--- src/rtl/pipelined_adder.sv ---
// pipelined_adder: add/subtract unit whose carry chain is cut into STAGES
// registered segments. A valid/ready handshake on both sides lets it sit in a
// streaming datapath; a full last stage with no downstream room stalls the pipe.
module pipelined_adder #(
   parameter int WIDTH  = 16,
   parameter int STAGES = 4
) (
   input  logic             clk,
   input  logic             rst,
   input  logic             in_valid,
   output logic             in_ready,
   input  logic [WIDTH-1:0] a,
   input  logic [WIDTH-1:0] b,
   input  logic             cin,
   input  logic             sub,
   output logic             out_valid,
   input  logic             out_ready,
   output logic [WIDTH-1:0] sum,
   output logic             cout,
   output logic             ovf
);

   localparam int SEG = WIDTH / STAGES;

   logic             adv_s;
   logic             last_v_s;
   logic [WIDTH-1:0] bx_s;
   logic             cx_s;

   // Fold subtract into an add of inverted B with an inverted borrow-in
   always_comb begin
      if (sub) begin
         bx_s = ~b;
         cx_s = ~cin;
      end else begin
         bx_s = b;
         cx_s = cin;
      end
   end

   // The whole pipe moves together unless the last stage holds an unaccepted result
   assign adv_s    = ~last_v_s | out_ready;
   assign in_ready = adv_s;

   for (genvar k = 0; k < STAGES; k++) begin : g_stage
      // REM: operand bits not yet added when a token enters this stage
      // LO : sum bits already finished by the stages below
      localparam int REM = WIDTH - k * SEG;
      localparam int LO  = k * SEG;

      logic              v_d;
      logic              v_q;
      logic              c_d;
      logic              c_q;
      logic [LO+SEG-1:0] s_d;
      logic [LO+SEG-1:0] s_q;
      logic [LO+SEG-1:0] s_new_s;
      logic [REM-1:0]    op_a_s;
      logic [REM-1:0]    op_b_s;
      logic              cy_in_s;
      logic              v_in_s;
      logic [SEG:0]      seg_sum_s;

      if (k == 0) begin : g_src
         assign op_a_s  = a;
         assign op_b_s  = bx_s;
         assign cy_in_s = cx_s;
         assign v_in_s  = in_valid;
         assign s_new_s = seg_sum_s[SEG-1:0];
      end else begin : g_src
         assign op_a_s  = g_stage[k-1].g_fwd.a_q;
         assign op_b_s  = g_stage[k-1].g_fwd.b_q;
         assign cy_in_s = g_stage[k-1].c_q;
         assign v_in_s  = g_stage[k-1].v_q;
         assign s_new_s = {seg_sum_s[SEG-1:0], g_stage[k-1].s_q};
      end

      // This stage's slice of A and B plus the carry handed up from below
      assign seg_sum_s = {1'b0, op_a_s[SEG-1:0]} + {1'b0, op_b_s[SEG-1:0]}
                       + {{SEG{1'b0}}, cy_in_s};

      // Load from the predecessor on advance, otherwise hold the token
      always_comb begin
         if (adv_s) begin
            v_d = v_in_s;
            c_d = seg_sum_s[SEG];
            s_d = s_new_s;
         end else begin
            v_d = v_q;
            c_d = c_q;
            s_d = s_q;
         end
      end

      // Stage valid bit, segment carry and accumulated partial sum
      always_ff @(posedge clk or posedge rst) begin
         if (rst) begin
            v_q <= 1'b0;
            c_q <= 1'b0;
            s_q <= {(LO+SEG){1'b0}};
         end else begin
            v_q <= v_d;
            c_q <= c_d;
            s_q <= s_d;
         end
      end

      if (k < STAGES - 1) begin : g_fwd
         // Upper operand slices still waiting for their turn in a later stage
         logic [REM-SEG-1:0] a_d;
         logic [REM-SEG-1:0] a_q;
         logic [REM-SEG-1:0] b_d;
         logic [REM-SEG-1:0] b_q;

         // Carry the unused operand slices along with the token
         always_comb begin
            if (adv_s) begin
               a_d = op_a_s[REM-1:SEG];
               b_d = op_b_s[REM-1:SEG];
            end else begin
               a_d = a_q;
               b_d = b_q;
            end
         end

         // Delay registers for the pending operand slices
         always_ff @(posedge clk or posedge rst) begin
            if (rst) begin
               a_q <= {(REM-SEG){1'b0}};
               b_q <= {(REM-SEG){1'b0}};
            end else begin
               a_q <= a_d;
               b_q <= b_d;
            end
         end
      end

      if (k == STAGES - 1) begin : g_last
         logic ovf_d;
         logic ovf_q;
         logic c_msb_s;

         // Carry into the top bit recovered from the top bit's own sum
         assign c_msb_s = op_a_s[SEG-1] ^ op_b_s[SEG-1] ^ seg_sum_s[SEG-1];

         // Signed overflow: carry into MSB disagrees with carry out of MSB
         always_comb begin
            if (adv_s) begin
               ovf_d = c_msb_s ^ seg_sum_s[SEG];
            end else begin
               ovf_d = ovf_q;
            end
         end

         // Overflow flag register, aligned with the final sum
         always_ff @(posedge clk or posedge rst) begin
            if (rst) begin
               ovf_q <= 1'b0;
            end else begin
               ovf_q <= ovf_d;
            end
         end
      end
   end

   assign last_v_s  = g_stage[STAGES-1].v_q;
   assign out_valid = g_stage[STAGES-1].v_q;
   assign sum       = g_stage[STAGES-1].s_q;
   assign cout      = g_stage[STAGES-1].c_q;
   assign ovf       = g_stage[STAGES-1].g_last.ovf_q;

endmodule

--- config.mk ---
export PLATFORM = sky130hd
export DESIGN_NAME = pipelined_adder
export DESIGN_NICKNAME = d
export VERILOG_FILES = /design/src/rtl/pipelined_adder.sv
export SDC_FILE = /design/constraint.sdc
export NUM_CORES = 1
export LEC_CHECK = 0
export CAP_MARGIN = 0
export CORE_MARGIN = 2
export CORE_UTILIZATION = 43
export CTS_CLUSTER_SIZE = 12
export DETAILED_ROUTE_END_ITERATION = 16
export GPL_ROUTABILITY_DRIVEN = 0
export GPL_TIMING_DRIVEN = 0
export HOLD_SLACK_MARGIN = 0.08
export PLACE_DENSITY = 0.7
export SETUP_SLACK_MARGIN = 0.02
export SLEW_MARGIN = 10
export SYNTH_ARGS = -nofsm -noshare
export SYNTH_HDL_FRONTEND = slang
export SYNTH_SLANG_ARGS = --single-unit
--- constraint.sdc ---
create_clock -name clk -period 8.49 [get_ports clk]
set_input_delay 1.698 -clock clk [delete_from_list [all_inputs] [get_ports clk]]
set_output_delay 1.698 -clock clk [all_outputs]
set_load 0.02 [all_outputs]
; Word-level counts from Yosys, hierarchy flattened
; Cells that the tools add are included.
[word_totals]
register_bits = 97
in_bits = 38
out_inout_bits = 20
word_cells = 36
[op_classes]
n_addsub = 8
muxes = 2
bitwise_logic = 7
[ops]
columns = cell, n
row1 = 4-bit by 4-bit adder with 5-bit output, 4
row2 = 5-bit by 1-bit adder with 5-bit output, 4
row3 = 16-bit 2-to-1 mux, 1
row4 = 16-bit NOT, 1
row5 = 1-bit bitwise XOR, 3
row6 = 1-bit NOT, 2
row7 = 1-bit 2-to-1 mux, 1
row8 = 1-bit OR, 1

; Depth between registers and ports, before layout
[logic_depth]
ltp_word = 4
mapped_depth = 8
mapped_depth_nobuf = 6

; Worst setup path after synthesis
; No wires, ideal clock.
[synth_path]
path_type = input to output
from = in out_ready
to = out in_ready
t_arrival_ns = 2.146
required_time_ns = 6.792
path_slack_ns = 4.646
path_stages = 4
path_buffers = 2
path_cell_list = nor2b_2 buf_6 inv_2 buf_2
[synth_via]
elab_chain_cells = 1
[synth_rtl]
columns = element, line
row1 = from (decl), 17  ; input logic out_ready,
row2 = 1-bit OR, 42  ; assign adv_s = ~last_v_s | out_ready;
row3 = to (decl), 11  ; output logic in_ready,
; No other way between the ends.

; Final worst setup path
; Ends and elaborated chain as after synthesis.

==> results.json <==
{
  "clkSinkCount": 97,
  "place_area_um2": 5040,
  "antenna_cells": 0,
  "reg2regPathDepth": 6,
  "crit_arrival_ns": 3.34,
  "vdd_drop_max_mv": 0.121,
  "grt_overflow": 0,
  "worstMarginPinSlew_ns": 0.557,
  "start_util": 0.440,
  "core_um2": 9730,
  "via_per_inst": 4.67,
  "clkTransAtPathRegs_ns": 0.10,
  "layout.cells.non_filler": 657,
  "muxShareOfSynthArea": 0,
  "port_buffers": 56,
  "antenna_found_initial": 0,
  "cp_max_fo": 10,
  "ant_nets": 0,
  "ys_seq_elements": 97,
  "area_growth_pct": 21.9,
  "grt_max_degree": 55,
  "clock_skew_ns": 0.0111,
  "clk-insertion-delay-late_ns": 0.37,
  "fin_crit_sh": 0.593,
  "synth_compound_area_frac": 0.0573,
  "cts_root_buf": "clkbuf_8",
  "cts_tree": "yes",
  "synth_area_leaders": "dfrtp_1 (57%), nand2_1 (20%), fa_1 (3.7%), ha_1 (3.5%), xnor2_1 (3.3%)",
  "wl_mm": 8.57,
  "dp.cells": 641,
  "synthAdderAreaFrac": 0.0725,
  "io_pins": 58,
  "p_leak_nw": 2.60,
  "syn_area_per_cell_um2": 9.50,
  "grt_pass1_wl_mm": 14.7,
  "wl_per_cell_um": 13.0,
  "synth_cells": 451,
  "tns_ns": 0,
  "finalSetupViolations": 0,
  "numCtsBuffers": 9,
  "hp-class": "reg -> reg",
  "post_cts_resized": 0,
  "crit_path_end_kind": "primary output",
  "die_area_um2": 10800,
  "drt_iter0_markers": 90,
  "r2r-end": "ovf",
  "firstDrtPassIters": 4,
  "power.total_mw": 1.80,
  "max-cap-violations": 0,
  "holdPathEnd": "g_stage[2].v_q",
  "status": "complete, no violations",
  "yosysSeqAreaShare": 0.567,
  "synth_top_area_share": 0.567,
  "drc": 0,
  "via_count": 3066,
  "post-dp-hpwl_mm": 6.31,
  "cts_setup_buffers": 0,
  "h-tree-depth": 3,
  "nets": 577,
  "rsz0062_at_grt": "no",
  "ctsHoldBuffers": 0,
  "yosysWarnings": 0,
  "period_minus_slack_ns": 5.04,
  "fp.dieW_um": 104,
  "rows": 36,
  "syn_nets": 509,
  "worstPathRequired_ns": 6.79,
  "chipHeight_um": 104,
  "reg2reg_from": "g_stage[2].g_fwd.b_q[0]",
  "first_global_vias": 3162,
  "synth_top_family_by_area": "simple AND/OR/NAND/NOR gates",
  "crit_type": "in -> out",
  "holdCritStartpoint": "g_stage[2].v_q",
  "syn_area_um2": 4280,
  "fmax_mhz": 199,
  "critPathLaunchType": "primary input",
  "fin_hold_ws_ns": 0.465,
  "synth_cell_type_count": 21,
  "clock_tree.buffer_depth": 2,
  "synth-xor-area-share": 0.0511,
  "yosys.area_share.simple": 0.209,
  "drive_above_1_share": 0.0802,
  "final-hold-violation-count": 0,
  "holdPathStages": 2,
  "synth_largest_area_cell": "dfrtp_1",
  "rrSetupSlack_ns": 6.53,
  "final_cell_area_um2": 5220,
  "power_per_cell_area_nw_per_um2": 344,
  "slew_viol_final": 0,
  "relSlewSlack": 0.629,
  "track_usage": 0.173
}
## routing by layer
layer,track usage,vias to the layer above,wire length [µm]
li1,-,1535,-
met1,0.218,1472,3960
met2,0.290,48,4170
met3,0.0315,11,280
met4,0.0772,0,158
met5,0,-,0
## synthesized netlist by cell type
master,instances
a21o_1,7
a21oi_1,11
a21oi_2,2
buf_2,10
buf_4,3
buf_6,7
clkbuf_1,3
dfrtp_1,97
fa_1,8
ha_1,12
inv_1,5
inv_2,1
nand2_1,226
nand2b_1,1
nor2_1,7
nor2b_1,1
nor2b_2,1
o21ai_0,22
o21ai_1,2
xnor2_1,16
xor2_1,9
## sequential cells by signal (all words and copies together), names as in the netlist
name	count
ovf	1
g_stage.g_fwd.b_q	24
out_valid	1
sum	16
g_stage.s_q	24
g_stage.c_q	3
g_stage.v_q	3
cout	1
g_stage.g_fwd.a_q	24
## area by class of cell
type | instances | area [µm²]
buffer | 23 | 163
clock buffer | 10 | 138
clock inverter | 6 | 43.8
fill | 962 | 4510
inverter | 6 | 25.0
multi-input combinational | 325 | 1670
sequential | 97 | 2430
tap | 133 | 166
timing repair buffer | 57 | 588
## metrics by stage
stage	setup WS, ns	util
3_5_place_dp	3.45	0.518
4_1_cts	3.45	0.537
5_1_grt	3.41	0.537
2_1_floorplan	4.26	-
3_3_place_gp	2.90	0.515
6_report	3.45	0.537
## critical path, stage by stage
cell             delay [ns]
clkdlybuf4s50_1        0.47
nor2b_2                0.04
buf_6                  0.13
inv_2                  0.08
buf_2                  0.26
clkdlybuf4s50_1        0.66
## logic make-up after synthesis
group / count (synthesis)
buf+inv: 29
fa+ha+maj: 20
xor+xnor: 25
compound gates: 44
flops: 97
simple gates: 236
## power breakdown
group | leakage, nW | internal (mW) | total, mW | switching, mW
Combinational | 1.33 | 0.326 | 0.728 | 0.403
Clock | 0.0922 | 0.115 | 0.276 | 0.161
Sequential | 1.17 | 0.668 | 0.791 | 0.123
Total | 2.60 | 1.11 | 1.80 | 0.687
## cell usage in the layout (no fill, tap or decap)
| master | netlist | routed |
|---|---|---|
| fa_1 | 8 | 8 |
| a21oi_1 | 11 | 11 |
| clkinv_4 | 0 | 3 |
| clkdlybuf4s50_1 | 0 | 56 |
| o21ai_0 | 22 | 22 |
| o21ai_1 | 2 | 2 |
| nand2_1 | 226 | 226 |
| clkinv_2 | 0 | 2 |
| xor2_1 | 9 | 9 |
| buf_2 | 10 | 10 |
| buf_6 | 7 | 7 |
| nor2_1 | 7 | 7 |
| inv_4 | 0 | 1 |
| clkbuf_8 | 0 | 10 |
| clkbuf_1 | 3 | 3 |
| nand2b_1 | 1 | 1 |
| ha_1 | 12 | 12 |
| a21oi_2 | 2 | 2 |
| a21o_1 | 7 | 7 |
| buf_4 | 3 | 3 |
| inv_2 | 1 | 1 |
| clkinvlp_4 | 0 | 1 |
| inv_1 | 5 | 4 |
| nor2b_2 | 1 | 1 |
| nor2b_1 | 1 | 1 |
| xnor2_1 | 16 | 16 |
| dfrtp_1 | 97 | 97 |
| buf_16 | 0 | 1 |
## how the worst max path moves through the flow
stage	from	endpoint	slack (ns)	cells past startpoint
final	out_ready	in_ready	3.45	6
after global placement	rst	g_stage[0].g_fwd.a_q[5]	2.90	2
after global routing	out_ready	in_ready	3.41	6
after detailed placement	out_ready	in_ready	3.45	6
after CTS	out_ready	in_ready	3.45	6
after floorplan	rst	cout	4.26	1
Power figures use the tool's default switching activity.
==> edit 1, RTL diff (same flow settings) <==
Change the parameter `WIDTH` from 16 to 32.
--- a/src/rtl/pipelined_adder.sv
+++ b/src/rtl/pipelined_adder.sv
@@ -3,5 +3,5 @@
 // streaming datapath; a full last stage with no downstream room stalls the pipe.
 module pipelined_adder #(
-   parameter int WIDTH  = 16,
+   parameter int WIDTH  = 32,
    parameter int STAGES = 4
 ) (
Ports: changed (resized a, b and sum); port bits go from 58 to 106. The function was not compared with the original's and may differ.
==> edit 1 against the original RTL <==
Wire length up 120%. Sequential share of layout area is 2.0 points lower. Setup slack lost 0.42 ns. Register-to-register slack lost 0.46 ns. Area after synthesis rose by 95%. Worst hold slack lost 0.0062 ns. Synthesized cell count is 100% higher. Power increased by 120%. Clock power rose to 3.1 times the old value. Die area increased by 91%. Sequential cell count rose by 88. Cell area increased by 99%. Largest power group is now combinational cells. Clock skew up 0.0040 ns.
==> edit 1: results (changes against the original RTL) <==
- Outcome: complete, no violations
- Worst relative slew slack: 54.2% (-8.7 points)
- Initial DRC Count: 326 (+260%)
- First-pass GRT wire length: 31,400 µm (+110%)
- Routed len/inst: 14.6 µm (+12%)
- End of the worst register-to-register path: g_stage[1].c_q
- Port Buffers: 104 (+86%)
- Register area share after synthesis: 55.4% (-1.3 points)
- Leakage: 5.06 nW (+94%)
- Syn Nets: 1,026 (+100%)
- Total CTS buffers: 17 (+8)
- Finished Layout Cells: 1,317 (+100%)
- R2R Setup Slk: 6.07 ns (-0.46 ns)
- Synth area leaders: dfrtp_1, nand2_1, ha_1, xnor2_1, xor2_1
- H-tree depth: 4 (+1)
- Clk root buf: clkbuf_16
- Global Route met2 Usage: 32.5% (+3.4 points)
- Critical Path Max Stage Delay: 0.69 ns (+0.03 ns)
- Post-Place Cell Area: 9760 µm² (+94%)
- Worst r2r path cells: 7 (+1)
- Worst R2R Start: g_stage[0].c_q
- Regs by FF count: g_stage.g_fwd.a_q x48, g_stage.g_fwd.b_q x48, g_stage.s_q x48
- Share of cells above drive strength 1: 5.49% (-2.5 points)
- Maximum VDD drop: 157 µV (+30%)
- Drt first pass iters: 5 (+1)
## edit 1: cell count changes after synthesis, sizes merged, moves of 5 or more
cell / delta
buf: +6
nor3: +8
nand2: +211
inv: +8
ha: +16
o31ai: +5
dfrtp: +88
clkbuf: +16
xor2: +13
o21ai: +19
xnor2: +14
nor2: +18
a21oi: +14
## edit 1: routing by layer
layer  up-vias  wire [µm]
li1       3173          -
met1      3001       8840
met2       141       9320
met3        21        762
met4         0        314
met5         -          0
## edit 1: report_power, final
part	switching, W	total, W	internal, W
clock network	0.000339	0.000851	0.000512
logic	0.000894	0.00155	0.000658
registers	0.000238	0.00151	0.00128
## edit 1: cell families (layout without fill, tap and decap cells)
kind of cell | count (synthesis) | count (layout) | share of synthesized area [%]
simple gates | 483 | 483 | 22.3
flops | 185 | 185 | 55.4
compound gates | 103 | 103 | 7.56
buf+inv | 59 | 196 | 2.93
xor+xnor | 52 | 52 | 5.45
fa+ha+maj | 36 | 36 | 6.11
mux | 2 | 2 | 0.254
## edit 1: worst max-delay path: cells and delay by family
| kind | cells | cell delay (ns) |
|---|---|---|
| simple gates | 1 | 0.04 |
| buf+inv | 6 | 2.02 |
## edit 1: area by class of cell
cell class | instances | area, µm²
Buffer | 45 | 193
Clock buffer | 23 | 508
Clock inverter | 9 | 135
Fill cell | 1749 | 8490
Inverter | 14 | 60.1
Multi-Input combinational cell | 676 | 3480
Sequential cell | 185 | 4630
Tap cell | 260 | 325
Timing Repair Buffer | 105 | 1070
## edit 1: per-stage QoR
stage          utilization [%]  worst slack (ns)  hold slack, ns
2_1_floorplan                -              1.76           0.430
3_3_place_gp              51.5            -0.650           0.444
3_5_place_dp              51.7              3.03           0.447
4_1_cts                   55.1              3.03           0.462
5_1_grt                   55.1              3.00           0.477
6_report                  55.1              3.03           0.459
==> edit 2, RTL diff (config.mk and constraints unchanged) <==
Made on the original files. Reset style: synchronous (`rst`), changed in 3 clocked blocks.
--- a/src/rtl/pipelined_adder.sv
+++ b/src/rtl/pipelined_adder.sv
@@ -94,5 +94,5 @@
 
       // Stage valid bit, segment carry and accumulated partial sum
-      always_ff @(posedge clk or posedge rst) begin
+      always_ff @(posedge clk) begin
          if (rst) begin
             v_q <= 1'b0;
@@ -125,5 +125,5 @@
 
          // Delay registers for the pending operand slices
-         always_ff @(posedge clk or posedge rst) begin
+         always_ff @(posedge clk) begin
             if (rst) begin
                a_q <= {(REM-SEG){1'b0}};
@@ -154,5 +154,5 @@
 
          // Overflow flag register, aligned with the final sum
-         always_ff @(posedge clk or posedge rst) begin
+         always_ff @(posedge clk) begin
             if (rst) begin
                ovf_q <= 1'b0;
Behaviour: differs if rst is asserted again (counterexample within 10 cycles, from zero or initial values and one cycle with rst high); with rst held inactive, the same outputs for 10 cycles.
==> edit 2 against the original RTL <==
Setup slack worse by 0.048 ns. Wire length up 2.8%. Non-clock buffer count up 10. Area after synthesis down 6.4%. Worst hold slack worse by 0.013 ns. Clock skew up 0.0031 ns. Sequential cell count unchanged. Cell area down 5.3%. Largest cell class unchanged. Highest routed layer unchanged.
Power is not compared: it rests on default switching activity, and its combinational part moved more than twofold at a synthesized area within 25%.
==> edit 2: results (changes against the original RTL) <==
- Outcome: complete, no violations
- FILL cells: 836 (-13%)
- Critical Path Max Stage Delay: 0.64 ns (-0.02 ns)
- Share of cells above drive strength 1: 7.62% (-0.39 points)
- Total Nets Final: 592 (+2.6%)
- Detailed Place HPWL: 6610 µm (+4.7%)
- Via density: 5.00 (+7.2%)
- Post-CTS Repair Setup Buffers: 0 (unchanged)
- Clock transition at path regs: 0.09 ns
- H-tree depth: 3 (unchanged)
- Data arrival time of the critical path: 3.39 ns (+0.05 ns)
- Hold Path Depth: 2 (unchanged)
- First-pass GRT wire length: 14,700 µm (+0.14%)
- Crit path depth: 6 (unchanged)
- Drt first pass iters: 4 (unchanged)
- Clk root buf: clkbuf_8
- Bufs on Longest Clock Path: 2 (unchanged)
- Leakage: 1.96 nW
- Syn Nets: 525 (+3.1%)
- Syn. warnings: 0 (unchanged)
- Register area share after synthesis: 48.4% (-8.3 points)
- Main synth FF type: dfxtp_1
- Vias in the first global route: 3,147 (-0.47%)
- Hold crit path type: reg -> reg
- Initial antenna violation count: 0 (unchanged)
- Largest net degree at the start of global routing: 16 (-71%)
- All-Layer GR Usage: 18.5% (+1.3 points)
- Synth area leaders: dfxtp_1, nand2_1, a21oi_1, fa_1, a211oi_1
- Routed len/inst: 13.6 µm (+4.0%)
- PostCTS Resize Cnt: 0 (unchanged)
- Total CTS buffers: 9 (unchanged)
- Post-synth top cells: nand2_1, dfxtp_1, a21oi_1, nor2_1, a211oi_1
- CP max-delay cell: clkdlybuf4s50_1
- Async S/R FF share, synth: 0% (-100 points)
- Port Buffers: 56 (unchanged)
- Maximum VDD drop: 113 µV
- CP delay by family, top: buffers and inverters
- Synth cell types: 27 (+29%)
- Clock Latency Late Sink: 0.36 ns
- Residual DRC: 0 (unchanged)
- Critical path peak fanout: 10 (unchanged)
- Regs by FF count: g_stage.g_fwd.a_q x24, g_stage.g_fwd.b_q x24, g_stage.s_q x24
- # setup viols final: 0 (unchanged)
- Worst relative slew slack: 63.3% (+0.41 points)
- Initial DRC Count: 175 (+94%)
- Final clock skew: 0.0143 ns (+0.00315 ns)
- Ant. Diodes: 0 (unchanged)
-- edit 2: path summary, 6_finish.rpt --
kind	end	slack [ns]	startpoint
worst max-delay path	in_ready	3.41	out_ready
worst min-delay path	sum[2]	0.45	sum[2]
worst max register to register	ovf	6.49	g_stage[2].c_q
worst min register to register	sum[2]	0.45	sum[2]
-- edit 2: cell families after synthesis --
group | synth area share, %
XOR/XNOR | 5.02
AO/OA/AOI/OAI | 15.4
AND/OR/NAND/NOR | 18.6
flip-flops | 48.4
adder cells (fa/ha/maj) | 7.74
buffers and inverters | 4.84
-- edit 2: worst reg2reg max path: cells and delay by family (launching register included) --
kind / cells / cell delay, ns
adder cells (fa/ha/maj): 2 / 0.89
AO/OA/AOI/OAI: 3 / 0.60
flip-flops: 1 / 0.34
XOR/XNOR: 1 / 0.10
-- edit 2: power by group --
group / leakage, nW / internal [W] / switching, W / total (W)
combinational: 1.05 / 0.0000571 / 0.0000546 / 0.000112
sequential: 0.797 / 0.000485 / 0.0000180 / 0.000503
clock: 0.109 / 0.000194 / 0.000154 / 0.000348
-- edit 2: area by class of cell --
class / instances / area [µm²] / area share, %
timing repair buffer: 56 / 561 / 11.3
clock inverter: 5 / 105 / 2.13
tap: 111 / 139 / 2.81
sequential: 97 / 1940 / 39.3
inverter: 4 / 15.0 / 0.304
buffer: 34 / 179 / 3.62
clock buffer: 10 / 128 / 2.58
multi-input combinational: 332 / 1870 / 37.9
-- edit 2: through the flow --
stage	area [µm²]	utilization (%)	setup WS (ns)	instances	hold WS, ns
floorplan	4010	-	4.61	467	0.432
global placement	4710	51.5	3.41	634	0.441
detailed placement	4710	51.5	3.41	634	0.445
CTS	4940	54.0	3.39	649	0.458
global route	4940	54.0	3.31	649	0.477
finish	4940	54.0	3.41	649	0.452
-- edit 2: metal layers --
layer  track usage [%]  vias to the layer above  share of wire (%)
met4              8.64                        0                2.0
met5                 0                        -                  0
met2              30.1                       88                 45
met1              24.1                     1463                 48
li1                  -                     1685                  -
met3              3.26                       10                5.4
